### src/rtl/gf180mcu_osu_sc_12t_clkdiv_ctl.sv
// Glitch-free programmable clock divider with period-aligned stop/start and divisor update.
// Define CLKDIV_SYNC_EN to pass EN through a two-flop synchronizer before use.
module gf180mcu_osu_sc_12t_clkdiv_ctl #(
    parameter int WIDTH     = 4,
    parameter int RESET_DIV = 0
) (
    input  logic             CLK,
    input  logic             RN,
    input  logic             EN,
    input  logic [WIDTH-1:0] DIV,
    input  logic             LOAD,
    output logic             Y,
    output logic             TICK,
    output logic             BUSY,
    output logic             ACTIVE
);

    localparam int CW = WIDTH + 1;

    typedef enum logic [1:0] {
        IDLE  = 2'd0,
        RUN   = 2'd1,
        DRAIN = 2'd2
    } state_t;

    state_t           state;
    logic [CW-1:0]    cnt;
    logic [WIDTH-1:0] div_act;
    logic [WIDTH-1:0] div_pend;
    logic             en_s;
    logic [CW-1:0]    cnt_nxt;
    logic             at_wrap;
    logic             high_nxt;

    // Last count of a period: P-1 = D+1, held in WIDTH+1 bits so D=2^WIDTH-1 cannot overflow.
    function automatic logic [CW-1:0] period_last(input logic [WIDTH-1:0] d);
        return {1'b0, d} + CW'(1);
    endfunction

    function automatic logic [CW-1:0] half_period(input logic [WIDTH-1:0] d);
        logic [CW-1:0] p;
        p = {1'b0, d} + CW'(2);
        return p >> 1;
    endfunction

`ifdef CLKDIV_SYNC_EN
    logic [1:0] en_sync;

    always_ff @(posedge CLK or negedge RN) begin
        if (!RN) begin
            en_sync <= 2'b00;
        end else begin
            en_sync <= {en_sync[0], EN};
        end
    end

    assign en_s = en_sync[1];
`else
    assign en_s = EN;
`endif

    assign cnt_nxt  = cnt + CW'(1);
    assign at_wrap  = (cnt >= period_last(div_act));
    assign high_nxt = (cnt_nxt < half_period(div_act));

    // Pending divisor only captured while running; in IDLE LOAD writes the active divisor.
    always_ff @(posedge CLK) begin
        if (LOAD && (state != IDLE)) begin
            div_pend <= DIV;
        end
    end

    always_ff @(posedge CLK or negedge RN) begin
        if (!RN) begin
            state   <= IDLE;
            cnt     <= '0;
            div_act <= WIDTH'(RESET_DIV);
            BUSY    <= 1'b0;
            Y       <= 1'b0;
            TICK    <= 1'b0;
            ACTIVE  <= 1'b0;
        end else begin
            TICK <= 1'b0;
            case (state)
                IDLE: begin
                    cnt <= '0;
                    if (LOAD) begin
                        div_act <= DIV;
                        BUSY    <= 1'b0;
                    end else if (BUSY) begin
                        div_act <= div_pend;
                        BUSY    <= 1'b0;
                    end
                    if (en_s) begin
                        state  <= RUN;
                        Y      <= 1'b1;
                        TICK   <= 1'b1;
                        ACTIVE <= 1'b1;
                    end else begin
                        Y      <= 1'b0;
                        ACTIVE <= 1'b0;
                    end
                end
                default: begin
                    if (at_wrap) begin
                        // Period boundary: the only point where D changes or the clock stops.
                        cnt <= '0;
                        if (BUSY) begin
                            div_act <= div_pend;
                        end
                        BUSY <= LOAD;
                        if ((state == RUN) && en_s) begin
                            Y      <= 1'b1;
                            TICK   <= 1'b1;
                            ACTIVE <= 1'b1;
                        end else begin
                            state  <= IDLE;
                            Y      <= 1'b0;
                            ACTIVE <= 1'b0;
                        end
                    end else begin
                        cnt    <= cnt_nxt;
                        Y      <= high_nxt;
                        ACTIVE <= 1'b1;
                        state  <= en_s ? RUN : DRAIN;
                        if (LOAD) begin
                            BUSY <= 1'b1;
                        end
                    end
                end
            endcase
        end
    end

endmodule

### config.mk
export PLATFORM = sky130hd
export DESIGN_NAME = gf180mcu_osu_sc_12t_clkdiv_ctl
export DESIGN_NICKNAME = d
export VERILOG_FILES = /design/src/rtl/gf180mcu_osu_sc_12t_clkdiv_ctl.sv
export SDC_FILE = /design/constraint.sdc
export NUM_CORES = 1
export LEC_CHECK = 0
export CAP_MARGIN = 40
export CORE_MARGIN = 2
export CORE_UTILIZATION = 35
export CTS_BUF_LIST = sky130_fd_sc_hd__clkbuf_4
export CTS_CLUSTER_DIAMETER = 40
export DETAILED_ROUTE_END_ITERATION = 8
export HOLD_SLACK_MARGIN = 0.03
export PLACE_DENSITY = 0.59
export SLEW_MARGIN = 20
export SYNTH_ARGS = -nofsm -noshare
export SYNTH_HDL_FRONTEND = slang
export SYNTH_SLANG_ARGS = --single-unit
### constraint.sdc
create_clock -name CLK -period 4.4 [get_ports CLK]
set_input_delay 1.1 -clock CLK [delete_from_list [all_inputs] [get_ports CLK]]
set_output_delay 1.1 -clock CLK [all_outputs]
set_load 0.03 [all_outputs]
# Yosys cells after proc, flatten, opt, wreduce, memory -nomap -nowiden
# Index checks and enable logic that the tools add are counted.
# totals
reg_bits	19
elab_cells	45
input_bits	8
output_inout_bits	4
# classes
eq_ne	3
reduce_logical	7
n_addsub	3
magnitude_cmp	2
n_mux	22
# ops
cell	n
$mux 4	4
$mux 1	11
$mux 2	5
$mux 5	2
$add 4x1->5 const B	1
$add 4x2->5 const B	1
$add 5x1->5 const B	1
$ge 5x5->1	1
$lt 5x4->1	1
$reduce_bool 2->1	2
$ne 3x2->1 const B	1
$reduce_bool 3->1	1
$eq 2x1->1 const B	1
$logic_and 1x1->1	2
$logic_not 2->1	1
$ne 2x2->1 const B	1
$reduce_and 2->1	1

# Logic depth before layout (Yosys ltp)
# depth
ltp_word	5
depth_mapped	9

# Least setup slack after synthesis
# No wires, ideal clock.
# synth_timing
path_type	reg2reg
from	register div_act[0]
to	register div_act[2]
stages_incl_launch_ff	9
setup_slack_ns	2.284
setup_time_ns	0.127
arrival_time_ns	1.989
required_time_ns	4.273
path_cell_list	dfrtp_1 ha_1 xnor2_1 ha_1 a21oi_2 o21ai_1 a21o_1 o31a_2 o2bb2a_1
# synth_via
elab_chain_cells	3
# synth_lines
element	line	source
start: declaration	28	logic [WIDTH-1:0] div_act;
start signal: assignment	77	div_act <= WIDTH'(RESET_DIV);
start signal: assignment	91	div_act <= div_pend;
start signal: assignment	109	div_act <= div_pend;
$add 4x1->5	37	return {1'b0, d} + CW'(1);
$ge 5x5->1	63	assign at_wrap = (cnt >= period_last(div_act));
$reduce_bool 2->1 (no source line)	n/a	
# No other way between the ends.
# A chain may end at the register's enable or synchronous reset.

# Worst setup path after layout
# layout_timing
from	register BUSY
to	output BUSY
# layout_lines
element	line	source
start: declaration	14	output logic BUSY,
start signal: assignment	78	BUSY <= 1'b0;
start signal: assignment	89	BUSY <= 1'b0;
start signal: assignment	92	BUSY <= 1'b0;
# No word-level cell between the ends.

==> results.py <==
metrics = {
    "routing": {
        "first_pass_iters": 4,
        "drc": 0,
        "vias": 720,
        "post_drt_wl_per_cell_um": 12.42,
        "wirelength_um": 1726,
        "drt-initial-drc-count": 12,
        "ant_nets": 0,
        "drt-vias-per-instance": 5.180,
    },
    "global_route": {
        "use_met1": 0.1519,
        "grt_antenna_before_repair": 0,
        "grt_use_total": 0.1211,
        "grt_busiest_layer": "met2",
        "overflow": 0,
        "grt_pass1_vias": 712,
        "grt_pass1_wl_um": 3091,
        "use_met2": 0.1948,
        "grtUsageMet3": 0.04911,
        "grt_max_degree": 16,
    },
    "floorplan": {
        "die_area_sq_um": 3373,
        "coreArea_sq_um": 2758,
        "initial_utilization": 0.3711,
        "die_w_um": 58.08,
        "num_io_pins": 12,
        "rows": 19,
        "die_y_um": 58.08,
    },
    "placement": {
        "placed_cells": 135,
        "place.detailed.hpwl_um": 1372,
        "gp_congestion": 0.7621,
        "port-buffer-count": 11,
        "pre_cts_ws_ns": 2.032,
    },
    "pwr": {
        "total_power_w": 0.0008669,
        "cellInternalPower_w": 0.0005073,
        "seq_power_share": 0.340,
        "pwr_density_cell_nw_per_um2": 727.8,
        "power_frac_comb": 0.553,
        "ir_drop_mv": 0.3672,
        "sw_frac_of_total": 0.4148,
        "power_switching_w": 0.0003596,
        "power_frac_clock": 0.107,
        "p_leak_nw": 0.5481,
    },
    "setup_path": {
        "critPathBufInv": 1,
        "cp.arrival_ns": 1.50,
        "cp.required_ns": 3.30,
        "crit_family": "buffers and inverters",
        "cp.depth": 1,
        "crit_slowest_cell": "clkdlybuf4s50_1",
        "start_kind": "flip-flop",
        "critPathMaxFanout": 8,
        "slowest_delay_ns": 0.72,
        "crit_path_end_kind": "output port",
        "criticalPathCategory": "flip-flop to output port",
        "cp_cell_sequence": "clkdlybuf4s50_1",
        "rr_worst_depth": 8,
    },
    "timing": {
        "holdWs_ns": 0.5042,
        "tightest_slew_ns": 0.6727,
        "max_freq_mhz": 385.3,
        "hold_violations": 0,
        "setup_viol": 0,
        "skew_ns": 0.002865,
        "final_max_slew_viol_count": 0,
        "maxSlewHeadroom": 0.5502,
        "period_needed_ns": 2.595,
        "finalSetupTns_ns": 0,
        "worst_slack_ns": 1.805,
        "rsz0062_at_grt": "false",
        "timing.final.crit_share": 0.5898,
    },
    "synthesis": {
        "synth-edff-count": 4,
        "yosys.area.top_type": "dfrtp_1",
        "synth.most_common_cell": "dfrtp_1",
        "synth.avg_cell_area_sq_um": 10.89,
        "yosysWarnings": 0,
        "synthCells": 94,
        "synth.area.top_cells": "dfrtp_1, ha_1, edfxtp_1",
        "synthTopCellsByCount": "dfrtp_1, ha_1, o21ai_0, nand2_1, nor2_1",
        "synth.top_cell.area_share": 0.3667,
        "ys_types": 27,
        "ys_seq_elements": 19,
        "netlist_area_sq_um": 1023,
        "synth_nets": 113,
        "ys.flop_type": "dfrtp_1",
        "async_reset_ff_frac": 0.7895,
        "seq_area_frac_synth": 0.4841,
    },
    "clock_tree": {
        "root_buffer": "clkbuf_4",
        "cts_sinks": 19,
        "path_clk_slew_ns": 0.10,
        "postCtsSetupRepairBufs": 0,
        "clockBufferDepth": 2,
        "clk_latency_ns": 0.29,
        "cts_tree": "yes",
        "cts_resized": 0,
        "numCtsBuffers": 3,
        "ctsHoldBuffers": 0,
        "htree_levels": 1,
    },
    "min_path": {
        "whs_path_depth": 1,
        "hp-class": "flip-flop to flip-flop",
    },
    "run_status": {
        "outcome": "completed",
    },
    "cells_and_area": {
        "syn2layout_area_growth_pct": 16.38,
        "n_antenna_cell": 0,
        "multi_input_comb_area_sq_um": 494.2,
        "drive_gt1_frac": 0.09259,
        "fin_cells": 139,
        "register_area_sq_um": 495.5,
        "fill_cells": 274,
        "fin_nets": 128,
    },
    "run": {
        "maxCapViolCount": 0,
    },
}
## sequential cells by signal, summed over array words and instances, names as in the netlist
register  cells
BUSY          1
div_pend      4
state         2
TICK          1
Y             1
ACTIVE        1
div_act       4
cnt           5
## per-layer routing
| metal | vias to the layer above | part of all wire |
|---|---|---|
| li1 | 364 | - |
| met1 | 338 | 0.49 |
| met2 | 16 | 0.44 |
| met3 | 2 | 0.058 |
| met4 | 0 | 0.0081 |
| met5 | - | 0 |
## worst register-to-register path: cells and delay by family (launching register included)
family          cells  cell delay (ns)
compound gates      5             1.21
xor+xnor            1             0.13
flops               1             0.44
fa+ha+maj           2             0.54
## per-stage QoR
stage | util | cell area (sq um)
finish | 0.4319 | 1191
global route | 0.4319 | 1191
CTS | 0.4319 | 1191
detailed placement | 0.4211 | 1161
global placement | 0.4211 | 1161
floorplan | - | 1023
## power groups by stage
| stage | Sequential [W] | Clock [W] | Combinational (W) |
|---|---|---|---|
| detailed placement | 0.000299 | 0 | 0.000485 |
| floorplan | 0.000320 | 0 | 0.000352 |
| finish | 0.000295 | 0.0000927 | 0.000479 |
| global route | 0.000307 | 0.000102 | 0.000548 |
| CTS | 0.000296 | 0.0000962 | 0.000487 |
| global placement | 0.000297 | 0 | 0.000479 |
## area by class of cell
class | instances | share of cell area
multi-input combinational | 68 | 0.4149
clock buffer | 4 | 0.02521
sequential | 19 | 0.4160
tap | 31 | 0.03256
timing repair buffer | 11 | 0.09244
inverter | 6 | 0.01891
## layout by cell type, fill, tap and decap left out, drive strengths merged, types with 3 or more instances in the layout
master         synthesis  final
dfrtp                 15     15
ha                    11     11
clkdlybuf4s50          0     11
o21ai                  9      9
nand2                  7      7
nor2                   7      7
inv                    6      6
nand3                  4      4
nand3b                 4      4
clkbuf                 0      4
edfxtp                 4      4
xor2                   3      3
xnor2                  3      3
a2bb2oi                3      3
a21oi                  3      3
## path summary, 6_finish.rpt
check,slack [ns],endpoint,from
min,0.50,cnt[0],cnt[0]
max,1.80,BUSY,BUSY
max reg2reg,2.02,div_act[2],div_act[1]
min reg2reg,0.50,cnt[0],cnt[0]
min in group asynchronous,1.21,div_act[0],RN
max in group asynchronous,2.77,cnt[1],RN
## logic make-up after synthesis
| kind of cell | synth area share |
|---|---|
| DFF | 0.4841 |
| AOI/OAI and AO/OA | 0.1467 |
| buffers and inverters | 0.03300 |
| adders and majority gates | 0.1345 |
| and+or+nand+nor | 0.1504 |
| xor gates and xnor gates | 0.05135 |
(Power assumes the default switching activity.)
